### src/rtl/board_input_conditioner_pkg.sv
// Shared types and constants for the board input conditioning path.
// Holds the start-up FSM encoding and default debounce timing.
package board_io_pkg;

  typedef enum logic [1:0] {
    S_FILL = 2'd0,
    S_LOAD = 2'd1,
    S_RUN  = 2'd2
  } state_t;

  localparam int CLK_HZ                  = 50000000;
  localparam int DEFAULT_DEBOUNCE_CYCLES = 1000000;  // 20 ms at CLK_HZ

endpackage

### src/rtl/board_input_conditioner_if.sv
// Bundle of raw board pins and their conditioned counterparts.
// The master side owns the pins; the slave side is the conditioner.
interface board_input_conditioner_if #(
  parameter int NUM_KEYS = 4,
  parameter int NUM_SW   = 10
);
  import board_io_pkg::*;

  logic [NUM_KEYS-1:0] KEY_raw;
  logic [NUM_SW-1:0]   SW_raw;
  // ready is a level qualifier, not a handshake: once high, every conditioned
  // output is valid each cycle and nothing is ever back-pressured.
  logic                ready;
  logic [NUM_KEYS-1:0] key_down;
  logic [NUM_KEYS-1:0] key_press;
  logic [NUM_KEYS-1:0] key_release;
  logic [NUM_SW-1:0]   sw_level;
  logic [NUM_SW-1:0]   sw_change;
  state_t              fsm_state;

  modport master (
    output KEY_raw, SW_raw,
    input  ready, key_down, key_press, key_release, sw_level, sw_change, fsm_state
  );

  modport slave (
    input  KEY_raw, SW_raw,
    output ready, key_down, key_press, key_release, sw_level, sw_change, fsm_state
  );

endinterface

### src/rtl/board_input_conditioner_debounce_cell.sv
// One input: 2-flop synchroniser, debounce counter, stable level and
// registered one-cycle rise/fall pulses.
module debounce_cell #(
  parameter int DEBOUNCE_CYCLES = 1000000,
  parameter int CNT_W           = 20
) (
  input  logic clk,
  input  logic rst_n,
  input  logic raw,
  input  logic load,
  input  logic run,
  output logic level,
  output logic rise,
  output logic fall
);

  localparam logic [CNT_W-1:0] CNT_LAST = CNT_W'(DEBOUNCE_CYCLES - 1);

  logic             sync0;
  logic             sync1;
  logic [CNT_W-1:0] cnt;

  always_ff @(posedge clk or negedge rst_n) begin
    if (!rst_n) begin
      sync0 <= 1'b0;
      sync1 <= 1'b0;
      level <= 1'b0;
      cnt   <= '0;
      rise  <= 1'b0;
      fall  <= 1'b0;
    end else begin
      sync0 <= raw;
      sync1 <= sync0;
      rise  <= 1'b0;
      fall  <= 1'b0;
      if (load) begin
        // Initial capture adopts the synchronised value without a pulse.
        level <= sync1;
        cnt   <= '0;
      end else if (run) begin
        if (sync1 == level) begin
          cnt <= '0;
        end else if (cnt == CNT_LAST) begin
          level <= sync1;
          cnt   <= '0;
          rise  <= sync1;
          fall  <= ~sync1;
        end else begin
          cnt <= cnt + CNT_W'(1);
        end
      end
    end
  end

endmodule

### src/rtl/board_input_conditioner.sv
// Conditions DE-series KEY/SW pins into debounced levels and edge pulses,
// with a start-up FSM that captures initial positions silently.
module board_input_conditioner
  import board_io_pkg::*;
#(
  parameter int NUM_KEYS        = 4,
  parameter int NUM_SW          = 10,
  parameter int DEBOUNCE_CYCLES = DEFAULT_DEBOUNCE_CYCLES,
  parameter int CNT_W           = 20
) (
  input  logic                      CLOCK_50,
  input  logic                      Resetn,
  board_input_conditioner_if.slave  io
);

  state_t state;
  state_t state_nxt;
  logic   fill_cnt;
  logic   fill_nxt;
  logic   load;
  logic   run;

  always_ff @(posedge CLOCK_50 or negedge Resetn) begin
    if (!Resetn) begin
      state    <= S_FILL;
      fill_cnt <= 1'b0;
    end else begin
      state    <= state_nxt;
      fill_cnt <= fill_nxt;
    end
  end

  // S_FILL waits two edges so the synchronisers hold real samples before S_LOAD.
  always_comb begin
    state_nxt = state;
    fill_nxt  = fill_cnt;
    load      = 1'b0;
    run       = 1'b0;
    case (state)
      S_FILL: begin
        if (fill_cnt) state_nxt = S_LOAD;
        else          fill_nxt  = 1'b1;
      end
      S_LOAD: begin
        load      = 1'b1;
        state_nxt = S_RUN;
      end
      S_RUN:   run       = 1'b1;
      default: state_nxt = S_FILL;
    endcase
  end

  assign io.ready     = (state == S_RUN);
  assign io.fsm_state = state;

  for (genvar i = 0; i < NUM_KEYS; i++) begin : g_key
    debounce_cell #(
      .DEBOUNCE_CYCLES (DEBOUNCE_CYCLES),
      .CNT_W           (CNT_W)
    ) u_cell (
      .clk   (CLOCK_50),
      .rst_n (Resetn),
      .raw   (~io.KEY_raw[i]),
      .load  (load),
      .run   (run),
      .level (io.key_down[i]),
      .rise  (io.key_press[i]),
      .fall  (io.key_release[i])
    );
  end

  for (genvar i = 0; i < NUM_SW; i++) begin : g_sw
    logic sw_rise;
    logic sw_fall;

    debounce_cell #(
      .DEBOUNCE_CYCLES (DEBOUNCE_CYCLES),
      .CNT_W           (CNT_W)
    ) u_cell (
      .clk   (CLOCK_50),
      .rst_n (Resetn),
      .raw   (io.SW_raw[i]),
      .load  (load),
      .run   (run),
      .level (io.sw_level[i]),
      .rise  (sw_rise),
      .fall  (sw_fall)
    );

    assign io.sw_change[i] = sw_rise | sw_fall;
  end

endmodule

### src/flat_wrapper.sv
// flat-port wrapper written by rule: the top's interface ports become plain ports
module board_input_conditioner_flat import board_io_pkg::*;
#(
  parameter int NUM_KEYS        = 4,
  parameter int NUM_SW          = 10,
  parameter int DEBOUNCE_CYCLES = DEFAULT_DEBOUNCE_CYCLES,
  parameter int CNT_W           = 20
)
  (CLOCK_50, Resetn, io_KEY_raw, io_SW_raw, io_ready, io_key_down, io_key_press, io_key_release, io_sw_level, io_sw_change, io_fsm_state);
  board_input_conditioner_if #(.NUM_KEYS(NUM_KEYS), .NUM_SW(NUM_SW)) io_i ();
  input  logic CLOCK_50;
  input  logic Resetn;
  input wire logic [$bits(io_i.KEY_raw)-1:0] io_KEY_raw;
  input wire logic [$bits(io_i.SW_raw)-1:0] io_SW_raw;
  output wire logic [$bits(io_i.ready)-1:0] io_ready;
  output wire logic [$bits(io_i.key_down)-1:0] io_key_down;
  output wire logic [$bits(io_i.key_press)-1:0] io_key_press;
  output wire logic [$bits(io_i.key_release)-1:0] io_key_release;
  output wire logic [$bits(io_i.sw_level)-1:0] io_sw_level;
  output wire logic [$bits(io_i.sw_change)-1:0] io_sw_change;
  output wire logic [$bits(io_i.fsm_state)-1:0] io_fsm_state;
  assign io_i.KEY_raw = io_KEY_raw;
  assign io_i.SW_raw = io_SW_raw;
  assign io_ready = io_i.ready;
  assign io_key_down = io_i.key_down;
  assign io_key_press = io_i.key_press;
  assign io_key_release = io_i.key_release;
  assign io_sw_level = io_i.sw_level;
  assign io_sw_change = io_i.sw_change;
  assign io_fsm_state = io_i.fsm_state;
  board_input_conditioner #(.NUM_KEYS(NUM_KEYS), .NUM_SW(NUM_SW), .DEBOUNCE_CYCLES(DEBOUNCE_CYCLES), .CNT_W(CNT_W)) u_core (.CLOCK_50(CLOCK_50), .Resetn(Resetn), .io(io_i));
endmodule
### config.mk
export PLATFORM = sky130hd
export DESIGN_NAME = board_input_conditioner_flat
export DESIGN_NICKNAME = d
export VERILOG_FILES = /design/src/rtl/board_input_conditioner_pkg.sv /design/src/rtl/board_input_conditioner_if.sv /design/src/rtl/board_input_conditioner_debounce_cell.sv /design/src/rtl/board_input_conditioner.sv /design/src/flat_wrapper.sv
export SDC_FILE = /design/constraint.sdc
export NUM_CORES = 1
export LEC_CHECK = 0
export BUFFER_PORTS_ARGS = -buffer_cell sky130_fd_sc_hd__buf_2
export CORE_AREA = 4 4 222 224
export CTS_CLUSTER_DIAMETER = 40
export DETAILED_ROUTE_END_ITERATION = 8
export DIE_AREA = 0 0 226 228
export GPL_TIMING_DRIVEN = 0
export HOLD_SLACK_MARGIN = 0.1
export PLACE_DENSITY = 0.56
export SLEW_MARGIN = 20
export SYNTH_ARGS = -nofsm -noshare
export SYNTH_HDL_FRONTEND = slang
export SYNTH_SLANG_ARGS = --single-unit
export TNS_END_PERCENT = 50
### constraint.sdc
create_clock -name CLOCK_50 -period 2.9 [get_ports CLOCK_50]
set_input_delay 0.87 -clock CLOCK_50 [delete_from_list [all_inputs] [get_ports CLOCK_50]]
set_output_delay 0.87 -clock CLOCK_50 [all_outputs]
set_load 0.05 [all_outputs]
==> metrics.yaml, run 1 <==
flow_run:
  max_cap_violations: 0
die:
  num_rows: 80
  dieArea_sq_um: 51500
  die_h_um: 228
  fp.coreArea_sq_um: 47300
  start_util_pct: 39.5
  die_w_um: 226
  io_pins: 51
place:
  numPortBuffers: 50
  postPlaceCellArea_sq_um: 19800
  routabilityCongestion: 0.853
  pre_cts_ws_ns: -0.460
  dp_hpwl_um: 35100
clocking:
  clk_pin_slew_worst_paths_ns: 0.05
  h-tree-depth: 3
  cts_hold_buf: 0
  cts_tree: "built"
  clock-sinks: 353
  insertion_delay_ns: 0.59
  numCtsBuffers: 69
  max-clock-path-buffers: 3
  cts_root_buffer: "clkbuf_16"
global_routing:
  grt_pass1_vias: 15800
  grt.overflow.total: 0
  track_usage_pct: 20.8
  antenna_found_initial: 1
  grt_max_degree: 96
  grt_first_pass_wirelength_um: 86900
pwr:
  p_per_area_nw_per_um2: 659
  static-leakage-power_nw: 9.55
  vdd_drop_max_v: 0.000369
  total_power_mw: 14.8
setup_path:
  r2r-start: "u_core.io.fsm_state[0]$_DFFE_PN0P_"
  crit_fanout: 10
  slowest_delay_ns: 0.63
  crit_required_ns: 3.36
  crit_chain: "inv_1, ha_1, buf_2, inv_2, clkbuf_1, clkdlybuf4s15_2, o21ai_0, o31ai_1"
  slowest_stage: "clkdlybuf4s15_2"
  reg2reg_depth: 8
  arrival_ns: 3.31
  ff2ff_setup_slack_ns: 0.05
  crit_type: "reg2reg"
  reg2reg_to: "u_core.g_sw[3].u_cell.level$_DFFE_PN0P_"
  cp-end-kind: "flip-flop"
  start_kind: "flip-flop"
yosys:
  synthFlopType: "dfrtp_1"
  ys_top_cells_by_area: "dfrtp_1, a31oi_1, nand2_1"
  ys.warnings.count: 0
  ys_seq_area_share_pct: 47.3
  synth_enable_flop_cells: 0
  synth_cell_types: 78
  synth_area_leader_cell: "dfrtp_1"
  ys_ff_latch: 353
  synthDominantCellAreaShare_pct: 47.3
  netlist_area_sq_um: 18700
  synth_async_sr_flop_share_pct: 100
  postSynthAreaPerCell_sq_um: 9.26
  synth_fp_nets: 2053
  syn_inst: 2018
layout:
  antennaDiodeCount: 0
  mostFrequentLayoutCells: "dfrtp_1, nand2_1, a31oi_1"
  area_growth_syn_to_layout_pct: 20.0
  final_nets: 2180
  final_common_cell: "dfrtp_1"
  final_core_util_pct: 47.4
  drive_above_1_share_pct: 14.2
  final_area_sq_um: 22400
routing:
  first_pass_iters: 5
  drc_errors: 0
  vias_per_cell: 5.89
  drtAntennaViolNets: 0
  num_vias: 16600
  wl_per_cell_um: 19.1
  drt_iter0_markers: 1411
  wirelength_um: 53700
timing:
  setup_ws_ns: 0.0523
  fin_tns_setup_ns: 0
  slew_headroom_pct: 19.1
  final_max_slew_viol_count: 0
  fin_crit_sh_pct: 98.2
  worstMarginPinSlew_ns: 1.21
  period_needed_ns: 2.85
  fmax_mhz: 351
  hold_viol: 0
  fin_skew_ns: 0.0232
  rsz0062_at_grt: "true"
  setup_viol: 0
min_path:
  hold_path_class: "in2async"
outcome:
  outcome: "finished clean"
-- report_power, final --
part / total [mW] / switching (mW) / internal (mW)
clock: 8.37 / 2.92 / 5.45
sequential: 5.40 / 0.262 / 5.14
combinational: 1.01 / 0.625 / 0.384
total: 14.8 / 3.80 / 11.0
-- cell usage after synthesis (6+ instances only) --
cell       instances
and2_1            13
nor4_1            44
nand4_1           56
nor3b_1           13
mux2i_1           25
nor3_1            40
dfrtp_1          353
or2_2             18
xor2_1             7
and3_1            43
buf_4             23
nor2_1            77
a41oi_1           48
nor2b_1            7
nor4b_1           18
a31o_2            11
a31oi_1          192
ha_1              19
o21a_1             8
buf_1              7
and4_1            24
clkbuf_1          75
a22o_1            29
nand3_1          112
xnor2_1           17
o31ai_1           11
or4_1              9
nand3b_1           7
or3_1             16
nand2_1          228
mux2_2            11
nor4_2             6
nand2b_1          41
o211ai_1          11
a21oi_1          143
inv_1             61
o2bb2ai_1          8
a21o_1            12
o21ai_0           79
buf_2             15
-- metrics by stage --
step	hold slack, ns	std cells
2_1_floorplan	0.331	2018
3_3_place_gp	0.332	2683
3_5_place_dp	0.335	2687
4_1_cts	0.162	2814
5_1_grt	0.189	2814
6_report	0.180	2814
-- flip-flops by register name (all words and copies together), names as in the netlist --
| name | count |
|---|---|
| u_core.g_sw.u_cell.cnt | 200 |
| u_core.g_key.u_cell.cnt | 80 |
| u_core.g_sw.u_cell.fall | 10 |
| u_core.g_sw.u_cell.level | 10 |
| u_core.g_sw.u_cell.rise | 10 |
| u_core.g_sw.u_cell.sync0 | 10 |
| u_core.g_sw.u_cell.sync1 | 10 |
| u_core.g_key.u_cell.fall | 4 |
| u_core.g_key.u_cell.level | 4 |
| u_core.g_key.u_cell.rise | 4 |
| u_core.g_key.u_cell.sync0 | 4 |
| u_core.g_key.u_cell.sync1 | 4 |
| u_core.io.fsm_state | 2 |
| u_core.fill_cnt | 1 |
-- layout make-up --
type / count / area (sq um)
Buffer: 122 / 612
Clock buffer: 82 / 1920
Clock inverter: 43 / 522
Fill cell: 4488 / 24900
Inverter: 62 / 233
Multi-Input combinational cell: 1481 / 9130
Sequential cell: 353 / 8830
Tap cell: 615 / 769
Timing Repair Buffer: 56 / 410
-- worst max-delay path by stage --
stage                                                  start                                   endpoint  slack [ns]  cells past startpoint
after floorplan           u_core.io.fsm_state[0]$_DFFE_PN0P_  u_core.g_sw[2].u_cell.cnt[12]$_DFFE_PN0P_        0.22                     10
after global placement                                Resetn  u_core.g_sw[0].u_cell.cnt[14]$_DFFE_PN0P_       -6.21                      1
after detailed placement  u_core.io.fsm_state[0]$_DFFE_PN0P_  u_core.g_sw[0].u_cell.cnt[13]$_DFFE_PN0P_       -0.46                     10
after CTS                 u_core.io.fsm_state[0]$_DFFE_PN0P_   u_core.g_sw[8].u_cell.cnt[2]$_DFFE_PN0P_       -0.07                      8
after global routing      u_core.io.fsm_state[0]$_DFFE_PN0P_    u_core.g_sw[3].u_cell.level$_DFFE_PN0P_       -0.08                      8
final                     u_core.io.fsm_state[0]$_DFFE_PN0P_    u_core.g_sw[3].u_cell.level$_DFFE_PN0P_        0.05                      8
-- routing by layer --
metal	global-route usage [%]	part of all wire, %	up-vias	wire, um
met5	0	0.013	-	7
met4	7.77	3.0	2	1630
met3	4.83	5.9	93	3140
met2	31.4	45	393	24000
met1	29.2	46	8170	24900
li1	-	-	7926	-
-- timing repair --
| item | 4_1_cts | 5_1_grt |
|---|---|---|
| buffers inserted | 2 | 0 |
| gates resized for setup | 13 | 25 |
| gates cloned | 0 | 0 |
| endpoints found under the setup margin | 193 | 132 |
-- worst max-delay path, delay by kind of cell, from the launching register on --
kind	cells	cell delay, ns
buffers and inverters	5	1.71
flip-flops	1	0.43
adder cells (fa/ha/maj)	1	0.30
AO/OA/AOI/OAI	2	0.27
-- cells by family (layout without fill, tap and decap cells) --
family | Yosys count | after routing | share of synthesized area, %
compound gates | 608 | 608 | 21.2
xor+xnor | 24 | 24 | 1.12
fa+ha+maj | 19 | 19 | 1.27
buf+inv | 184 | 365 | 4.34
flops | 353 | 353 | 47.3
mux | 36 | 36 | 2.00
simple gates | 794 | 794 | 22.8
No activity file was read; power rests on OpenSTA's default activity.
==> inputs of run 2 (changes only) <==
--- a/config.mk
+++ b/config.mk
@@ -12,7 +12,6 @@
 export DIE_AREA = 0 0 226 228
 export GPL_TIMING_DRIVEN = 0
 export HOLD_SLACK_MARGIN = 0.1
-export PLACE_DENSITY = 0.56
 export SLEW_MARGIN = 20
 export SYNTH_ARGS = -nofsm -noshare
 export SYNTH_HDL_FRONTEND = slang
==> metrics.yaml, run 2 (synthesis gave the netlist of run 1 again) <==
outcome:
  outcome: "finished clean"
global_routing:
  grt_first_pass_wirelength_um: 85400  # -1.8%
  grt_max_degree: 95  # -1.0%
  grt_pass1_vias: 15900  # +0.87%
  met2_usage_pct: 30.8  # -0.65 points
  track_usage_pct: 20.2  # -0.63 points
  grtUsageMet1_pct: 28.6  # -0.62 points
  grt.overflow.total: 0  # unchanged
  grt_use_met3_pct: 3.86  # -0.98 points
  antenna_found_initial: 0  # -1
  grt.busiest_layer: "met2"
die:
  start_util_pct: 39.5  # unchanged
  die_w_um: 226  # unchanged
  io_pins: 51  # unchanged
  fp.coreArea_sq_um: 47300  # unchanged
  dieArea_sq_um: 51500  # unchanged
  num_rows: 80  # unchanged
  die_h_um: 228  # unchanged
setup_path:
  crit_required_ns: 3.29  # -0.07 ns
  arrival_ns: 3.17  # -0.14 ns
  start_kind: "flip-flop"
  crit_chain: "inv_1, ha_1, buf_2, clkbuf_1, buf_1, mux2i_1"
  cp_num_buf_inv: 4  # -1
  crit_fanout: 10  # unchanged
  crit_type: "reg2reg"
  cp-end-kind: "flip-flop"
  ff2ff_setup_slack_ns: 0.12  # +0.07 ns
  cpLargestDelayFamily: "buffers and inverters"
  slowest_delay_ns: 0.81  # +0.18 ns
  slowest_stage: "buf_1"
clocking:
  cts_root_buffer: "clkbuf_16"
  numCtsBuffers: 71  # +2.9%
  max-clock-path-buffers: 3  # unchanged
  cts_hold_buf: 0  # unchanged
  clk_pin_slew_worst_paths_ns: 0.05  # about the same
  clock-sinks: 353  # unchanged
  h-tree-depth: 3  # unchanged
  insertion_delay_ns: 0.58  # about the same
  cts_tree: "built"
timing:
  worstMarginPinSlew_ns: 1.08  # -0.133 ns
  slew_headroom_pct: 27.9  # +8.8 points
  final_max_slew_viol_count: 0  # unchanged
  hold_ws_ns: 0.204  # +0.0238 ns
  fin_crit_sh_pct: 95.9  # -2.3 points
  fin_skew_ns: 0.0193  # -0.00393 ns
  hold_viol: 0  # unchanged
  rsz0062_at_grt: "true"
  fmax_mhz: 360  # +2.4%
  setup_viol: 0  # unchanged
  period_needed_ns: 2.78  # -0.0677 ns
place:
  dp.cells: 2688  # +0.037%
  routabilityCongestion: 0.880  # +3.1%
  numPortBuffers: 50  # unchanged
  dp_hpwl_um: 34400  # -2.0%
pwr:
  p_per_area_nw_per_um2: 650  # -1.4%
  vdd_drop_max_v: 0.000400  # +8.3%
  static-leakage-power_nw: 9.51  # -0.51%
layout:
  final_common_cell: "dfrtp_1"
  multi_input_area_sq_um: 9140  # +0.14%
  largest_reg_flops: 200  # unchanged
  final_cells: 2814  # unchanged
  mostFrequentLayoutCells: "dfrtp_1, nand2_1, a31oi_1"
  fill_cells: 4424  # -1.4%
  seq_area_sq_um: 8830  # unchanged
  area_growth_syn_to_layout_pct: 19.7
  drive_above_1_share_pct: 13.8  # -0.41 points
  final_nets: 2182  # +0.092%
  top_regs: "u_core.g_sw.u_cell.cnt x200, u_core.g_key.u_cell.cnt x80"
  top_register: "u_core.g_sw.u_cell.cnt"
  antennaDiodeCount: 0  # unchanged
routing:
  vias_per_cell: 5.94  # +0.84%
  first_pass_iters: 5  # unchanged
  num_vias: 16700  # +0.84%
  wl_per_cell_um: 18.7  # -2.0%
  drtAntennaViolNets: 0  # unchanged
  drt_iter0_markers: 1402  # -0.64%
  drc_errors: 0  # unchanged
  wirelength_um: 52600  # -2.0%
min_path:
  hold_path_class: "in2async"
flow_run:
  max_cap_violations: 0  # unchanged
run 2: cell count changes in the layout (fill, tap and decap cells not counted), moves of 4 or more:
cell        previous run  this run
inv_6                 12         4
clkbuf_1              65        71
clkinv_4               9         4
inv_8                  5         0
clkinv_2               5         9
clkinvlp_4             4         8
run 2: what timing repair did:
item | in CTS | in global routing
gates resized for setup | 21 | 35
buffers inserted | 3 | 0
endpoints found under the setup margin | 229 | 157
run 2: stage by stage:
step | util, % | setup TNS [ns] | setup slack [ns] | total power, mW | cell area [sq um]
3_3_place_gp | 41.6 | -2280.04 | -6.28 | 6.42 | 19700
5_1_grt | 47.2 | -0.217 | -0.0747 | 15.1 | 22400
6_report | 47.2 | 0 | 0.120 | 14.5 | 22400
3_5_place_dp | 41.9 | -47.68 | -0.440 | 6.48 | 19800
2_1_floorplan | - | 0 | 0.223 | 6.10 | 18700
4_1_cts | 47.1 | 0 | 0.00235 | 14.7 | 22300
run 2: layout make-up:
| class | instances | area share (%) |
|---|---|---|
| sequential | 353 | 39.5 |
| timing repair buffer | 58 | 1.88 |
| clock buffer | 92 | 8.66 |
| buffer | 120 | 2.77 |
| inverter | 62 | 1.04 |
| tap | 615 | 3.44 |
| multi-input combinational | 1481 | 40.9 |
| clock inverter | 33 | 1.86 |
run 2: worst reg2reg max path: cells and delay by family, from the launching register on:
family                   cells  cell delay, ns
buffers and inverters        4            1.68
flip-flops                   1            0.45
adder cells (fa/ha/maj)      1            0.30
multiplexers                 1            0.18
run 2: where the power goes:
part	switching [mW]	internal (mW)	total (mW)
sequential	0.264	5.14	5.41
combinational	0.624	0.388	1.01
clock	2.70	5.41	8.11
total	3.59	10.9	14.5
run 2: path summary, 6_finish.rpt:
kind,to,depth (start not counted),start
worst max-delay path,u_core.g_sw[9].u_cell.cnt[0]$_DFFE_PN0P_,6,u_core.io.fsm_state[0]$_DFFE_PN0P_
worst min-delay path,u_core.g_sw[5].u_cell.cnt[8]$_DFFE_PN0P_,1,Resetn
worst max register to register,u_core.g_sw[9].u_cell.cnt[0]$_DFFE_PN0P_,6,u_core.io.fsm_state[0]$_DFFE_PN0P_
worst min register to register,u_core.g_sw[4].u_cell.sync1$_DFF_PN0_,0,u_core.g_sw[4].u_cell.sync0$_DFF_PN0_
max in group asynchronous,u_core.g_sw[4].u_cell.cnt[13]$_DFFE_PN0P_,4,Resetn
min in group CLOCK_50,u_core.g_sw[4].u_cell.sync1$_DFF_PN0_,0,u_core.g_sw[4].u_cell.sync0$_DFF_PN0_
run 2: routing by layer:
layer / share of wire (%) / wire (um) / up-vias
li1: - / - / 7938
met1: 46 / 24100 / 8187
met2: 45 / 23700 / 491
met3: 6.0 / 3170 / 108
met4: 3.0 / 1590 / 0
met5: 0 / 0 / -
==> inputs of run 3 (changes only) <==
--- a/config.mk
+++ b/config.mk
@@ -12,6 +12,7 @@
 export DIE_AREA = 0 0 226 228
 export GPL_TIMING_DRIVEN = 0
 export HOLD_SLACK_MARGIN = 0.1
+export RECOVER_POWER = 25
 export SLEW_MARGIN = 20
 export SYNTH_ARGS = -nofsm -noshare
 export SYNTH_HDL_FRONTEND = slang
==> metrics.yaml, run 3 (synthesis gave the netlist of run 1 again) <==
global_routing:
  grt_pass1_vias: 15900  # unchanged
  grt_first_pass_wirelength_um: 85400  # unchanged
  grt_max_degree: 95  # unchanged
  track_usage_pct: 20.2  # unchanged
  antenna_found_initial: 0  # unchanged
  grt.overflow.total: 0  # unchanged
die:
  fp.coreArea_sq_um: 47300  # unchanged
  die_h_um: 228  # unchanged
  num_rows: 80  # unchanged
  die_w_um: 226  # unchanged
  dieArea_sq_um: 51500  # unchanged
  start_util_pct: 39.5  # unchanged
  io_pins: 51  # unchanged
setup_path:
  crit_end: "u_core.g_sw[9].u_cell.cnt[0]$_DFFE_PN0P_"
  cp-end-kind: "flip-flop"
  r2r-start: "u_core.io.fsm_state[0]$_DFFE_PN0P_"
  reg2reg_to: "u_core.g_sw[9].u_cell.cnt[0]$_DFFE_PN0P_"
  reg2reg_depth: 6  # unchanged
  ff2ff_setup_slack_ns: 0.13  # about the same
  crit_required_ns: 3.29  # about the same
  crit_type: "reg2reg"
  startpoint: "u_core.io.fsm_state[0]$_DFFE_PN0P_"
  crit_fanout: 10  # unchanged
  start_kind: "flip-flop"
  arrival_ns: 3.16  # about the same
clocking:
  insertion_delay_ns: 0.58  # about the same
  cts_root_buffer: "clkbuf_16"
  clock-sinks: 353  # unchanged
  max-clock-path-buffers: 3  # unchanged
  cts_tree: "built"
  clk_pin_slew_worst_paths_ns: 0.04  # about the same
  h-tree-depth: 3  # unchanged
  numCtsBuffers: 71  # unchanged
layout:
  area_growth_syn_to_layout_pct: 19.7  # about the same
  drive_above_1_share_pct: 13.8  # -0.045 points
  top_regs: "u_core.g_sw.u_cell.cnt x200, u_core.g_key.u_cell.cnt x80"
  final_common_cell: "dfrtp_1"
  mostFrequentLayoutCells: "dfrtp_1, nand2_1, a31oi_1"
  final_cells: 2814  # unchanged
  final_nets: 2182  # unchanged
  top_register: "u_core.g_sw.u_cell.cnt"
  largest_reg_flops: 200  # unchanged
  antennaDiodeCount: 0  # unchanged
pwr:
  total_power_mw: 14.5  # about the same
  static-leakage-power_nw: 9.50  # about the same
  vdd_drop_max_v: 0.000399  # -0.19%
  p_per_area_nw_per_um2: 650  # about the same
timing:
  rsz0062_at_grt: "true"
  hold_ws_ns: 0.344  # +0.140 ns
  fin_crit_sh_pct: 95.4  # -0.46 points
  hold_viol: 0  # unchanged
  period_needed_ns: 2.77  # -0.0134 ns
  fin_skew_ns: 0.0193  # +0.0000163 ns
  setup_viol: 0  # unchanged
  fmax_mhz: 361  # +0.49%
  worstMarginPinSlew_ns: 1.36  # +0.276 ns
  setup_ws_ns: 0.133  # +0.0134 ns
  final_max_slew_viol_count: 0  # unchanged
  slew_headroom_pct: 9.56  # -18 points
place:
  routabilityCongestion: 0.880  # unchanged
  dp.cells: 2688  # unchanged
  dp_hpwl_um: 34400  # unchanged
  numPortBuffers: 50  # unchanged
  pre_cts_ws_ns: -0.440  # unchanged
routing:
  wirelength_um: 52600  # about the same
  drt_iter0_markers: 1402  # unchanged
  vias_per_cell: 5.93  # -0.14%
  first_pass_iters: 6  # +1
  wl_per_cell_um: 18.7  # about the same
  drc_errors: 0  # unchanged
  drtAntennaViolNets: 0  # unchanged
  num_vias: 16700  # -0.14%
flow_run:
  max_cap_violations: 0  # unchanged
min_path:
  hold_path_class: "reg2reg"
outcome:
  outcome: "finished clean"
[run 3: how the worst min path moves through the flow]
stage	end	slack, ns	depth (start not counted)	startpoint
global placement	u_core.g_sw[6].u_cell.sync1$_DFF_PN0_	0.33	0	u_core.g_sw[6].u_cell.sync0$_DFF_PN0_
CTS	u_core.g_sw[5].u_cell.cnt[8]$_DFFE_PN0P_	0.20	1	Resetn
global route	u_core.g_sw[8].u_cell.sync1$_DFF_PN0_	0.35	0	u_core.g_sw[8].u_cell.sync0$_DFF_PN0_
floorplan	u_core.g_key[0].u_cell.sync1$_DFF_PN0_	0.33	0	u_core.g_key[0].u_cell.sync0$_DFF_PN0_
detailed placement	u_core.g_sw[4].u_cell.sync1$_DFF_PN0_	0.33	0	u_core.g_sw[4].u_cell.sync0$_DFF_PN0_
finish	u_core.g_sw[4].u_cell.sync1$_DFF_PN0_	0.34	0	u_core.g_sw[4].u_cell.sync0$_DFF_PN0_
[run 3: per-stage QoR]
step	area [sq um]	util (%)	TNS [ns]
6_report	22400	47.2	0
5_1_grt	22400	47.2	-0.217
4_1_cts	22300	47.1	0
3_5_place_dp	19800	41.9	-47.68
3_3_place_gp	19700	41.6	-2280.04
2_1_floorplan	18700	-	0
[run 3: repair_timing]
item                                    CTS  global route
gates cloned                              0             0
setup buffers                             3             0
endpoints found under the setup margin  229           157
hold buffers                              0             0
gates resized for setup                  21            35
[run 3: power breakdown]
group,total (mW),internal (mW),switching [mW]
logic,1.01,0.387,0.625
registers,5.41,5.14,0.265
clock network,8.11,5.41,2.70
[run 3: routing by layer]
| metal | routed length [um] | share of wire, % | GRT usage (%) |
|---|---|---|---|
| met5 | 0 | 0 | 0 |
| met4 | 1560 | 3.0 | 7.60 |
| met3 | 3040 | 5.8 | 3.86 |
| met2 | 23800 | 45 | 30.8 |
| met1 | 24200 | 46 | 28.6 |
[run 3: final cells by class]
class | count | area [sq um]
inverters | 62 | 233
plain buffers | 120 | 619
flip-flops and latches | 353 | 8830
repair buffers | 58 | 409
well taps | 615 | 769
fillers | 4426 | 25000
clock buffers | 92 | 1940
multi-input cells | 1481 | 9140
clock inverters | 33 | 415
[run 3: worst max-delay path: stages, from the launching register on]
cell	delay (ns)
dfrtp_1	0.45
inv_1	0.14
ha_1	0.30
buf_2	0.16
clkbuf_1	0.56
buf_1	0.80
mux2i_1	0.18
